$ cat config.mk
export PLATFORM = sky130hd
export DESIGN_NAME = multimode_counter
export DESIGN_NICKNAME = d
export VERILOG_FILES = /design/src/rtl/multimode_counter.sv
export SDC_FILE = /design/constraint.sdc
export NUM_CORES = 1
export LEC_CHECK = 0
export ABC_AREA = 0
export CORE_AREA = 10 10 63 86
export DETAILED_ROUTE_END_ITERATION = 8
export DIE_AREA = 0 0 73 96
export GPL_ROUTABILITY_DRIVEN = 0
export GPL_TIMING_DRIVEN = 0
export PLACE_DENSITY = 0.46
export SLEW_MARGIN = 15
export SYNTH_ARGS = -nofsm -noshare
export SYNTH_HDL_FRONTEND = slang
export SYNTH_SLANG_ARGS = --single-unit
$ cat constraint.sdc
create_clock -name clk -period 5.7 [get_ports clk]
set_clock_uncertainty 0.15 [all_clocks]
set_input_delay 0.57 -clock clk [delete_from_list [all_inputs] [get_ports clk]]
set_output_delay 0.57 -clock clk [all_outputs]
set_load 0.03 [all_outputs]
$ cat src/rtl/multimode_counter.sv
// Free-running sequence counter with run-time selectable mode: binary up/down, ring, Johnson, Gray.
// A terminal-count flag marks the last state of each sequence for cascading.
module multimode_counter #(
   parameter int unsigned WIDTH = 4
) (
   input  logic             clk,
   input  logic             rst,
   input  logic             enabled,
   input  logic [2:0]       mode,
   input  logic [WIDTH-1:0] limit,
   input  logic             load,
   input  logic [WIDTH-1:0] load_value,
   output logic [WIDTH-1:0] value,
   output logic             tc
);

   localparam logic [2:0] ModeUp      = 3'd0;
   localparam logic [2:0] ModeDown    = 3'd1;
   localparam logic [2:0] ModeRing    = 3'd2;
   localparam logic [2:0] ModeJohnson = 3'd3;
   localparam logic [2:0] ModeGray    = 3'd4;

   localparam logic [WIDTH-1:0] One = {{(WIDTH-1){1'b0}}, 1'b1};
   localparam logic [WIDTH-1:0] Msb = {1'b1, {(WIDTH-1){1'b0}}};

   logic [WIDTH-1:0] value_q, value_d;
   logic [2:0]       mode_q, mode_d;
   logic             is_term;

   function automatic logic [WIDTH-1:0] gray2bin(input logic [WIDTH-1:0] g);
      logic [WIDTH-1:0] b;
      b[WIDTH-1] = g[WIDTH-1];
      for (int i = int'(WIDTH) - 2; i >= 0; i--) begin
         b[i] = b[i+1] ^ g[i];
      end
      return b;
   endfunction

   function automatic logic [WIDTH-1:0] bin2gray(input logic [WIDTH-1:0] b);
      return b ^ (b >> 1);
   endfunction

   // Reserved modes have no sequence, so entering one keeps the current value.
   function automatic logic [WIDTH-1:0] seed(input logic [2:0] m, input logic [WIDTH-1:0] lim,
                                             input logic [WIDTH-1:0] cur);
      case (m)
         ModeUp, ModeJohnson, ModeGray: return '0;
         ModeDown:                      return lim;
         ModeRing:                      return One;
         default:                       return cur;
      endcase
   endfunction

   function automatic logic [WIDTH-1:0] step(input logic [2:0] m, input logic [WIDTH-1:0] lim,
                                             input logic [WIDTH-1:0] cur);
      case (m)
         ModeUp:      return (cur >= lim) ? '0 : cur + One;
         ModeDown:    return (cur == '0 || cur > lim) ? lim : cur - One;
         ModeRing:    return {cur[WIDTH-2:0], cur[WIDTH-1]};
         ModeJohnson: return {cur[WIDTH-2:0], ~cur[WIDTH-1]};
         ModeGray:    return bin2gray(gray2bin(cur) + One);
         default:     return cur;
      endcase
   endfunction

   always_comb begin
      mode_d  = mode_q;
      value_d = value_q;
      if (mode != mode_q) begin
         mode_d  = mode;
         value_d = seed(mode, limit, value_q);
      end else if (load) begin
         case (mode_q)
            ModeUp, ModeDown:      value_d = load_value;
            ModeGray:              value_d = bin2gray(load_value);
            ModeRing, ModeJohnson: value_d = seed(mode_q, limit, value_q);
            default:               value_d = value_q;
         endcase
      end else if (enabled) begin
         value_d = step(mode_q, limit, value_q);
      end
   end

   always_comb begin
      case (mode_q)
         ModeUp:                          is_term = (value_q >= limit);
         ModeDown:                        is_term = (value_q == '0);
         ModeRing, ModeJohnson, ModeGray: is_term = (value_q == Msb);
         default:                         is_term = 1'b0;
      endcase
   end

   // Reset forces tc low even when value 0 would otherwise be terminal.
   assign tc    = enabled & (mode == mode_q) & ~load & is_term & ~rst;
   assign value = value_q;

   always_ff @(posedge clk or posedge rst) begin
      if (rst) begin
         value_q <= '0;
         mode_q  <= ModeUp;
      end else begin
         value_q <= value_d;
         mode_q  <= mode_d;
      end
   end

endmodule

==> impl_results.html <==
<table>
<tr><th>Metric</th><th>Value</th></tr>
<tr><th colspan="2">Synthesis</th></tr>
<tr><td>Summed instance area of the synthesized netlist</td><td>approximately 1100 um2</td></tr>
<tr><td>Mean instance size in the synthesized netlist</td><td>7.89 um2</td></tr>
<tr><td>Main synth FF type</td><td>sky130_fd_sc_hd__dfrtp_1</td></tr>
<tr><td>Number of standard cells after synthesis</td><td>143</td></tr>
<tr><td>Net Count, Synth</td><td>approximately 170</td></tr>
<tr><td>Count of state elements after synthesis</td><td>7</td></tr>
<tr><td>Number of flops mapped to enable cells by yosys</td><td>0</td></tr>
<tr><td>Synth async-reset ratio</td><td>100%</td></tr>
<tr><td>Sequential cell area fraction in the yosys report</td><td>15.5%</td></tr>
<tr><td>Number of warnings issued by yosys</td><td>0</td></tr>
<tr><td>Distinct cells, synth</td><td>50</td></tr>
<tr><th colspan="2">Worst setup path</th></tr>
<tr><td>Critical path class</td><td>in2out</td></tr>
<tr><td>Critical Path Fanout Max</td><td>3</td></tr>
<tr><td>RR Endpoint</td><td>value[2]</td></tr>
<tr><td>Sort of element at the start of the critical path</td><td>input pin</td></tr>
<tr><td>Timing endpoint of the critical path</td><td>tc</td></tr>
<tr><td>CP Capture Type</td><td>output pin</td></tr>
<tr><td>Critical Path Max Stage Delay</td><td>0.60 ns</td></tr>
<tr><td>Worst R2R Setup Slack</td><td>3.03 ns</td></tr>
<tr><td>Critical Path AT</td><td>approximately 3 ns</td></tr>
<tr><td>Register-to-Register Path Depth</td><td>9</td></tr>
<tr><td>Required time of the critical path</td><td>around 5 ns</td></tr>
<tr><td>Crit-path cells</td><td>clkdlybuf4s50_1, ha_1, nand2b_1, a2111o_1, nand3_1, a21oi_1, a41oi_1, nor4_1, clkdlybuf4s50_1</td></tr>
<tr><td>CP dominant cell by count</td><td>sky130_fd_sc_hd__clkdlybuf4s50_1</td></tr>
<tr><td>Slowest cell on the critical path</td><td>sky130_fd_sc_hd__clkdlybuf4s50_1</td></tr>
<tr><td>Reg-to-Reg Start</td><td>value[0]</td></tr>
<tr><td>Startpoint of the most critical setup path</td><td>limit[0]</td></tr>
<tr><th colspan="2">Placed design</th></tr>
<tr><td>Cell area after placement</td><td>1370 um2</td></tr>
<tr><td>Half-perimeter wire length of the detailed placement result</td><td>2850 um</td></tr>
<tr><td>IO buf count</td><td>19</td></tr>
<tr><td>Number of placed instances with taps included</td><td>205</td></tr>
<tr><th colspan="2">Clock tree</th></tr>
<tr><td>Clk Tree Root Cell</td><td>sky130_fd_sc_hd__clkbuf_8</td></tr>
<tr><td>Gates resized, CTS repair</td><td>0</td></tr>
<tr><td>Sinks on Clock Net</td><td>7</td></tr>
<tr><td>Max Root-Sink Buffers</td><td>2</td></tr>
<tr><td>Clock latency on the worst-skew pair</td><td>0.22 ns</td></tr>
<tr><td>Post-CTS setup repair buffer count</td><td>0</td></tr>
<tr><td>H-tree depth reported by CTS</td><td>1</td></tr>
<tr><td>CTS Hold Bufs</td><td>0</td></tr>
<tr><td>Clock-pin slew on the worst setup and hold paths</td><td>0.04 ns</td></tr>
<tr><td>CTS tree</td><td>built</td></tr>
<tr><td>TritonCTS buffer count</td><td>3</td></tr>
<tr><th colspan="2">STA</th></tr>
<tr><td>Aggregate negative setup slack</td><td>0 ns</td></tr>
<tr><td>Final worst-path cycle share</td><td>between 60% and 70%</td></tr>
<tr><td>Endpoints failing setup</td><td>0</td></tr>
<tr><td>Setup repair after global routing missed its margin</td><td>no</td></tr>
<tr><td>Slew at the pin closest to its max-slew limit</td><td>~0.38 ns</td></tr>
<tr><td>Maximum clock rate</td><td>266 MHz</td></tr>
<tr><td>Worst hold margin</td><td>0.440 ns</td></tr>
<tr><td>Min cycle time layout</td><td>3.76 ns</td></tr>
<tr><td>Max transition margin</td><td>74.8%</td></tr>
<tr><td>Max-slew violation total from the final report</td><td>0</td></tr>
<tr><td>Hold violation count in the final report</td><td>0</td></tr>
<tr><th colspan="2">Global route</th></tr>
<tr><td>Largest net degree at the start of global routing</td><td>11</td></tr>
<tr><td>Via count of the first global-routing pass</td><td>1183</td></tr>
<tr><td>Global routing usage on met3</td><td>1.75%</td></tr>
<tr><td>Global-route wire length before repair</td><td>5930 um</td></tr>
<tr><td>Global-route layer with the greatest usage</td><td>met2</td></tr>
<tr><td>Met2 usage in global routing</td><td>18.7%</td></tr>
<tr><td>Total track usage</td><td>10.3%</td></tr>
<tr><td>Antenna violations before repair</td><td>0</td></tr>
<tr><td>Met1 capacity usage during global routing</td><td>11.9%</td></tr>
<tr><td>Grt ovf</td><td>0</td></tr>
<tr><th colspan="2">Layout</th></tr>
<tr><td>Footprint of the multi-input gates</td><td>847 um2</td></tr>
<tr><td>Area growth from synthesis to final layout</td><td>25.6%</td></tr>
<tr><td>Final core utilization</td><td>36.8%</td></tr>
<tr><td>ANT cells</td><td>0</td></tr>
<tr><td>Final-layout fill cell count</td><td>424</td></tr>
<tr><td>Final instance area</td><td>1420 um2</td></tr>
<tr><td>Final net count</td><td>approximately 190</td></tr>
<tr><td>Number of non-filler instances in the completed layout</td><td>roughly 210</td></tr>
<tr><td>Layout cells sized above 1</td><td>13.3%</td></tr>
<tr><td>Sequential standard cell area</td><td>175 um2</td></tr>
<tr><th colspan="2">Routing</th></tr>
<tr><td>Total number of vias</td><td>1192</td></tr>
<tr><td>Detail-routed net length per standard cell</td><td>16.6 um</td></tr>
<tr><td>Drt initial violations</td><td>45</td></tr>
<tr><td>Antenna viol nets, final</td><td>0</td></tr>
<tr><td>Number of vias per cell</td><td>5.70</td></tr>
<tr><td>Final Routed Wirelength</td><td>between 3000 and 4000 um</td></tr>
<tr><td>First-pass iteration count of the detailed router</td><td>4</td></tr>
<tr><td>DRC violations left</td><td>0</td></tr>
<tr><th colspan="2">Min path</th></tr>
<tr><td>Class of the tightest hold or removal check</td><td>in2async</td></tr>
<tr><th colspan="2">Floorplan</th></tr>
<tr><td>Total number of placement rows</td><td>27</td></tr>
<tr><td>Top-Level Pins</td><td>20</td></tr>
<tr><td>Overall die area</td><td>roughly 7000 um2</td></tr>
<tr><td>Die width</td><td>73 um</td></tr>
<tr><td>Core footprint</td><td>3850 um2</td></tr>
<tr><td>Chip height</td><td>96 um</td></tr>
<tr><td>Initial standard-cell utilization of the core</td><td>a little under 30%</td></tr>
<tr><th colspan="2">Status</th></tr>
<tr><td>Run status</td><td>finished, final reports clean</td></tr>
<tr><th colspan="2">Power</th></tr>
<tr><td>Power per cell area</td><td>approximately 220 nW/um2</td></tr>
<tr><td>Worst ir drop on vdd</td><td>between 0.15 and 0.2 mV</td></tr>
<tr><td>Total leakage power</td><td>0.000558 uW</td></tr>
<tr><th colspan="2">Flow run</th></tr>
<tr><td>Number of violations of the max-capacitance limit</td><td>0</td></tr>
</table>
==> state kept, by name, indices dropped and copies added, names as in the netlist <==
signal / count
mode_q: 3
value: 4
==> power by group <==
part	leakage (uW)	internal (uW)	total [uW]	switching, uW
Combinational	0.000449	81.5	177	95.3
Sequential	0.0000865	55.3	66.3	11.0
Clock	0.0000228	48.1	65.8	17.8
Total	0.000558	185	309	124
==> per-stage QoR <==
stage,setup WS [ns],total power (uW)
after CTS,1.95,312
after global placement,2.00,242
after global routing,1.79,335
after floorplan,2.42,191
after detailed placement,1.97,244
final,1.94,309
==> worst max-delay path: cells and delay by family <==
| family | cells | cell delay (ns) |
|---|---|---|
| compound gates | 3 | 0.75 |
| fa+ha+maj | 1 | 0.32 |
| buf+inv | 2 | 1.05 |
| simple gates | 3 | 0.33 |
==> routing by layer <==
layer,wire [um],vias to the layer above
li1,-,578
met1,1410,571
met2,1840,37
met3,144,6
met4,75,0
met5,0,-
==> cells in the final DEF (no fill, tap or decap), types with 2 or more instances in the layout <==
cell type	n
sky130_fd_sc_hd__a21oi_1	8
sky130_fd_sc_hd__a221o_2	2
sky130_fd_sc_hd__a22oi_1	2
sky130_fd_sc_hd__a31oi_1	3
sky130_fd_sc_hd__a32oi_1	2
sky130_fd_sc_hd__buf_2	3
sky130_fd_sc_hd__buf_6	3
sky130_fd_sc_hd__clkbuf_1	4
sky130_fd_sc_hd__clkbuf_8	3
sky130_fd_sc_hd__clkdlybuf4s50_1	19
sky130_fd_sc_hd__dfrtp_1	7
sky130_fd_sc_hd__ha_1	9
sky130_fd_sc_hd__inv_1	10
sky130_fd_sc_hd__mux2i_1	2
sky130_fd_sc_hd__nand2_1	17
sky130_fd_sc_hd__nand2b_1	4
sky130_fd_sc_hd__nand3_1	8
sky130_fd_sc_hd__nand3b_1	4
sky130_fd_sc_hd__nor2_1	4
sky130_fd_sc_hd__nor3_1	2
sky130_fd_sc_hd__o211ai_1	2
sky130_fd_sc_hd__o21ai_0	11
sky130_fd_sc_hd__xnor2_1	8
==> synthesized netlist by cell type, types with 2 or more instances <==
| cell type | n | area [um2] |
|---|---|---|
| sky130_fd_sc_hd__clkbuf_1 | 3 | 11.3 |
| sky130_fd_sc_hd__ha_1 | 9 | 113 |
| sky130_fd_sc_hd__dfrtp_1 | 7 | 175 |
| sky130_fd_sc_hd__nor3_1 | 2 | 10.0 |
| sky130_fd_sc_hd__nand3b_1 | 4 | 30.0 |
| sky130_fd_sc_hd__inv_1 | 10 | 37.5 |
| sky130_fd_sc_hd__buf_2 | 3 | 15.0 |
| sky130_fd_sc_hd__nor2_1 | 4 | 15.0 |
| sky130_fd_sc_hd__o211ai_1 | 2 | 15.0 |
| sky130_fd_sc_hd__a21oi_1 | 8 | 40.0 |
| sky130_fd_sc_hd__a22oi_1 | 2 | 15.0 |
| sky130_fd_sc_hd__a31oi_1 | 3 | 18.8 |
| sky130_fd_sc_hd__xnor2_1 | 8 | 70.1 |
| sky130_fd_sc_hd__o21ai_0 | 11 | 55.1 |
| sky130_fd_sc_hd__nand2b_1 | 4 | 25.0 |
| sky130_fd_sc_hd__nand3_1 | 8 | 40.0 |
| sky130_fd_sc_hd__a221o_2 | 2 | 22.5 |
| sky130_fd_sc_hd__nand2_1 | 17 | 63.8 |
| sky130_fd_sc_hd__mux2i_1 | 2 | 20.0 |
| sky130_fd_sc_hd__buf_6 | 3 | 33.8 |
| sky130_fd_sc_hd__a32oi_1 | 2 | 17.5 |
==> kinds of logic after synthesis <==
family / after synthesis / synth area share (%)
fa+ha+maj: 9 / 9.98
simple gates: 49 / 24.6
xor+xnor: 9 / 8.20
mux: 3 / 2.77
compound gates: 46 / 29.5
buf+inv: 20 / 9.42
flops: 7 / 15.5
==> worst min path at each step <==
stage | startpoint | endpoint | slack, ns | cells past startpoint
floorplan | rst | mode_q[0] | 0.23 | 1
global placement | value[2] | value[2] | 0.59 | 2
detailed placement | value[3] | value[3] | 0.58 | 2
CTS | rst | mode_q[0] | 0.45 | 2
global route | rst | mode_q[0] | 0.48 | 2
finish | rst | mode_q[0] | 0.44 | 2
==> layout make-up <==
cell class	count	share of cell area (%)
Sequential cell	7	12.4
Tap cell	43	3.80
Multi-Input combinational cell	116	59.8
Buffer	9	4.24
Inverter	11	3.27
Timing Repair Buffer	19	13.4
Clock buffer	4	3.18
Power figures use the tool's default switching activity.
==> RTL edit 1, RTL diff (config.mk and constraints unchanged) <==
Set the parameter `WIDTH` to 6 (it was 4).
--- a/src/rtl/multimode_counter.sv
+++ b/src/rtl/multimode_counter.sv
@@ -2,5 +2,5 @@
 // A terminal-count flag marks the last state of each sequence for cascading.
 module multimode_counter #(
-   parameter int unsigned WIDTH = 4
+   parameter int unsigned WIDTH = 6
 ) (
    input  logic             clk,
Ports: changed (resized limit, load_value and value); port bits go from 20 to 26. No check against the original RTL was run, so the function may have changed too.
==> RTL edit 1 against the original RTL <==
  * Wire length is 34% higher
  * Count of clock-buffer cells in the layout stayed put
  * Sequential cell count is 2 higher
  * Sequential power is 26% higher
  * Power is 35% higher
  * Worst setup slack worse by 0.094 ns
  * Fmax is 2.4% lower
  * Clock power is 8.5% higher
  * Cell area is 30% higher
  * Hold slack better by 0.030 ns
  * Global-route usage is 3.4 points higher
  * Area after synthesis is 32% higher
==> RTL edit 1: results (changes against the original RTL) <==
- Status: complete, no violations (unchanged).
- The placed instance area is 1790 sq um (was 1370 sq um).
- The count of unique library cells instantiated by Yosys was 46 (was 50).
- The slowest cell on the critical path is dfrtp_1 (was clkdlybuf4s50_1).
- Largest cells by area after synthesis: dfrtp_1 (15%), ha_1 (13%), xnor2_1 (9.4%) (was dfrtp_1 (16%), ha_1 (10%), xnor2_1 (6.2%)).
- The count of mapped cells out of synthesis is 196 (was 143).
- The number of cells after detailed placement was 264 (was 205).
- The clock transition at the register clock pins on the worst setup and hold paths after CTS came to 0.04 ns (about the same).
- The category of cells accounting for the largest share of critical-path delay is adder cells (was buffers and inverters).
- The number of antenna diodes came to 0 (unchanged).
- The maximum vdd drop is 0.183 mV (was 0.199 mV).
- The total wire length was 4630 microns (was 3460 microns).
- The half-perimeter wire length after detailed placement is 3950 microns (was 2850 microns).
- The depth of the worst register-to-register path came to 15 (was 9).
- The number of cells in the finished layout apart from fillers was 268 (was 209).
- The starting DRC count in detailed routing is 95 (was 45).
- Most frequent cells after synthesis: inv_1 (18), nand2_1 (18), xnor2_1 (16) (was nand2_1 (17), o21ai_0 (11), inv_1 (10)).
- The flip-flop count of the largest register after layout was 6 (was 4).
- The leakage component of the power was 0.750 nW (was 0.558 nW).
- The total of buffers placed on input and output ports is 25 (was 19).
- The fill cell instance count of the final layout is 416 (was 424).
- The via count of the first global-routing pass is 1616 (was 1183).
- The share of layout cells above drive strength 1 was 7.56% (was 13.3%).
- The fraction of the yosys area taken by sequential cells came to 15.1% (was 15.5%).
- The maximum net fanout on the critical path is 7 (was 3).
- The signal arrival time at the worst endpoint is 3.80 ns (was 3.04 ns).
- The number of clock buffers inserted by TritonCTS was 3 (unchanged).
- The first-pass GRT wire length is 7730 microns (was 5930 microns).
- The total nets after synthesis is 230 (was 167).
- The stage delay of the slowest cell on the critical path is 0.50 ns (was 0.60 ns).
- The overall routing resource usage is 13.7% (was 10.3%).
- The per-cell via count in the routed design was 5.73 (was 5.70).
- The transition time at the pin with the least slew margin was 0.704 ns (was 0.377 ns).
- The largest net degree at the start of global routing came to 11 (unchanged).
-- RTL edit 1: changes by cell type in the layout (fill, tap and decap cells not counted), sizes merged, moves of 3 or more --
cell	before	now
nor2	6	14
or2	0	3
a22oi	2	5
xnor2	8	16
inv	11	18
clkdlybuf4s50	19	25
nand3b	4	1
mux2i	2	5
o221ai	0	5
ha	9	15
-- RTL edit 1: report_power, final --
group	switching (mW)	total, mW	leakage (nW)	internal (mW)
clock	0.0229	0.0714	0.0228	0.0485
sequential	0.0135	0.0838	0.114	0.0703
combinational	0.142	0.260	0.613	0.119
-- RTL edit 1: path summary, 6_finish.rpt --
check / startpoint / end / slack (ns)
setup reg to reg: value[5]$_DFFE_PP0P_ / value[3]$_DFFE_PP0P_ / 1.84
setup / recovery: value[5]$_DFFE_PP0P_ / value[3]$_DFFE_PP0P_ / 1.84
hold reg to reg: value[4]$_DFFE_PP0P_ / value[4]$_DFFE_PP0P_ / 0.54
max in group asynchronous: rst / value[1]$_DFFE_PP0P_ / 4.66
min in group clk: value[4]$_DFFE_PP0P_ / value[4]$_DFFE_PP0P_ / 0.54
hold / removal: rst / value[5]$_DFFE_PP0P_ / 0.47
-- RTL edit 1: layout make-up --
| cell class | count | area (sq um) | share of cell area [%] |
|---|---|---|---|
| multi-input cells | 161 | 1150 | 62.5 |
| repair buffers | 25 | 250 | 13.6 |
| flip-flops and latches | 9 | 225 | 12.3 |
| inverters | 18 | 67.6 | 3.68 |
| plain buffers | 8 | 47.5 | 2.59 |
| clock buffers | 4 | 45.0 | 2.45 |
| well taps | 43 | 53.8 | 2.93 |
-- RTL edit 1: cell families (layout without fill, tap and decap cells) --
family / count (synthesis) / in the layout / synth area share (%)
and+or+nand+nor: 68 / 68 / 23.4
buffers and inverters: 26 / 55 / 7.74
xor gates and xnor gates: 18 / 18 / 10.6
AOI/OAI and AO/OA: 54 / 54 / 26.2
adders and majority gates: 15 / 15 / 12.6
muxes: 6 / 6 / 4.37
DFF: 9 / 9 / 15.1
-- RTL edit 1: per-layer routing --
metal  part of all wire, %  global-route usage [%]  vias up
met2                    53                    25.2       44
met3                   4.8                    2.57        4
met5                     0                       0        -
met4                  0.65                    2.38        0
li1                      -                       -      767
met1                    42                    15.9      721
-- RTL edit 1: stage by stage --
stage / hold WS, ns / total power, mW / utilization (%) / setup slack, ns
floorplan: 0.253 / 0.269 / - / 2.14
global placement: 0.526 / 0.342 / 46.5 / 1.87
detailed placement: 0.530 / 0.346 / 46.5 / 1.84
CTS: 0.476 / 0.422 / 47.7 / 1.82
global route: 0.487 / 0.455 / 47.7 / 1.59
finish: 0.471 / 0.416 / 47.7 / 1.84
==> RTL edit 2, RTL diff (same flow settings) <==
Made on the original files. Reset style: synchronous (`rst`), changed in one clocked block.
--- a/src/rtl/multimode_counter.sv
+++ b/src/rtl/multimode_counter.sv
@@ -95,5 +95,5 @@
    assign value = value_q;
 
-   always_ff @(posedge clk or posedge rst) begin
+   always_ff @(posedge clk) begin
       if (rst) begin
          value_q <= '0;
Check against the original RTL: differs if rst is asserted again (counterexample within 4 cycles, from zero or initial values and one cycle with rst high); with rst held inactive, the same outputs for 10 cycles.
==> RTL edit 2 against the original RTL <==
  * Power is 22% lower
  * Worst setup slack better by 0.0045 ns
  * Sequential cell count stayed put
  * Cell area is 2.1% higher
  * Wire length is 8.3% higher
  * Global-route usage is 0.88 points higher
  * Final cell count is 6.7% higher
  * Area after synthesis is 2.7% higher
  * Die area stayed put
  * Critical path depth stayed put
  * Sequential share of layout area is 2.7 points lower
  * Critical path type is now reg -> out
  * Highest routed layer unchanged
==> RTL edit 2: results (changes against the original RTL) <==
- The starting DRC count in detailed routing was 41 (was 45).
- The fill cell instance count of the final layout is 429 (was 424).
- Status: complete, no violations (unchanged).
- The number of antenna violations at the first check in global routing is 0 (unchanged).
- The fraction of the yosys area taken by sequential cells is 12.1% (was 15.5%).
- The placed instance area is 1400 sq um (was 1370 sq um).
- The count of unique library cells instantiated by Yosys was 44 (was 50).
- Largest cells by area after synthesis: dfxtp_1 (12%), ha_1 (9.7%), mux2i_1 (6.9%) (was dfrtp_1 (16%), ha_1 (10%), xnor2_1 (6.2%)).
- The kind of path behind the tightest hold check was reg -> reg (was in -> async).
- The launch instance of the worst register-to-register path was value[2]$_SDFFE_PP0P_ (was value[0]$_DFFE_PP0P_).
- The total nets after synthesis is 181 (was 167).
- The half-perimeter wire length after detailed placement is 3090 microns (was 2850 microns).
- The post-placement setup slack is 2.03 ns (was 1.97 ns).
- The overall routing resource usage is 11.2% (was 10.3%).
- The number of cells in the finished layout apart from fillers is 223 (was 209).
- The maximum net fanout on the critical path is 6 (was 3).
- The slowest cell on the critical path was clkdlybuf4s50_1 (unchanged).
- The async set-reset flop share out of synthesis is 0% (was 100%).
- The layout net count is 205 (was 191).
- The number of H-tree levels is 1 (unchanged).
- The via count of the first global-routing pass is 1373 (was 1183).
- The count of warnings emitted by yosys is 0 (unchanged).
- The startpoint of the most critical setup path is value[0]$_SDFFE_PP0P_ (was limit[0]).
- The share of layout cells above drive strength 1 is 6.67% (was 13.3%).
- The transition time at the pin with the least slew margin is 0.604 ns (was 0.377 ns).
- The maximum vdd drop was 0.152 mV (was 0.199 mV).
- Most frequent cells after synthesis: nand2_1 (16), inv_1 (11), a21oi_1 (9), ha_1 (9), o21ai_0 (9) (was nand2_1 (17), o21ai_0 (11), inv_1 (10)).
- The predominant post-synthesis flop cell is dfxtp_1 (was dfrtp_1).
- The detailed-routing iteration count for the pre-antenna-repair pass is 4 (unchanged).
- The number of vias after detailed routing came to 1267 (was 1192).
- The mean instance size in the synthesized netlist is 7.38 sq um (was 7.89 sq um).
- The clock transition at the register clock pins on the worst setup and hold paths after CTS is 0.04 ns (about the same).
- The first-pass GRT wire length was 6380 microns (was 5930 microns).
- The average wire length per cell after detail routing is 16.8 microns (was 16.6 microns).
- The source of the worst hold timing path is mode_q[1]$_SDFFE_PP0N_.
- The category of cells accounting for the largest share of critical-path delay is buffers and inverters (unchanged).
- The leakage component of the power is 0.589 nW (was 0.558 nW).
==> RTL edit 2: logic make-up after synthesis <==
family	count (synthesis)	synth area share (%)
compound gates	48	30.0
xor+xnor	11	8.32
fa+ha+maj	9	9.72
buf+inv	19	6.80
flops	7	12.1
mux	8	6.91
simple gates	55	26.1
==> RTL edit 2: metal layers <==
metal  global-route usage (%)  share of wire (%)
met3                     2.37                3.5
met2                     19.0                 48
met1                     12.8                 44
met5                        0                  0
met4                     5.24                4.2
==> RTL edit 2: path summary, 6_finish.rpt <==
kind / end / slack (ns) / cells past startpoint
worst min register to register: value[1]$_SDFFE_PP0P_ / 0.75 / 3
worst max register to register: value[2]$_SDFFE_PP0P_ / 2.79 / 10
worst max-delay path: tc / 1.94 / 9
worst min-delay path: value[1]$_SDFFE_PP0P_ / 0.75 / 3
==> RTL edit 2: power breakdown <==
part / switching, mW / internal, mW / total [mW] / leakage [nW]
registers: 0.00372 / 0.0522 / 0.0559 / 0.0577
clock network: 0.0215 / 0.0484 / 0.0699 / 0.0228
logic: 0.0630 / 0.0522 / 0.115 / 0.509
total: 0.0882 / 0.153 / 0.241 / 0.589
==> RTL edit 2: area by class of cell <==
cell class              instances  share of cell area [%]
inverters                      11                    2.85
multi-input cells             131                    64.9
clock buffers                   4                    3.11
flip-flops and latches          7                    9.68
repair buffers                 19                    13.1
well taps                      43                    3.72
plain buffers                   8                    2.59
==> RTL edit 2: metrics by stage <==
stage          utilization [%]  power (mW)
2_1_floorplan                -       0.134
3_3_place_gp              36.4       0.169
3_5_place_dp              36.4       0.172
4_1_cts                   37.6       0.242
5_1_grt                   37.6       0.259
6_report                  37.6       0.241
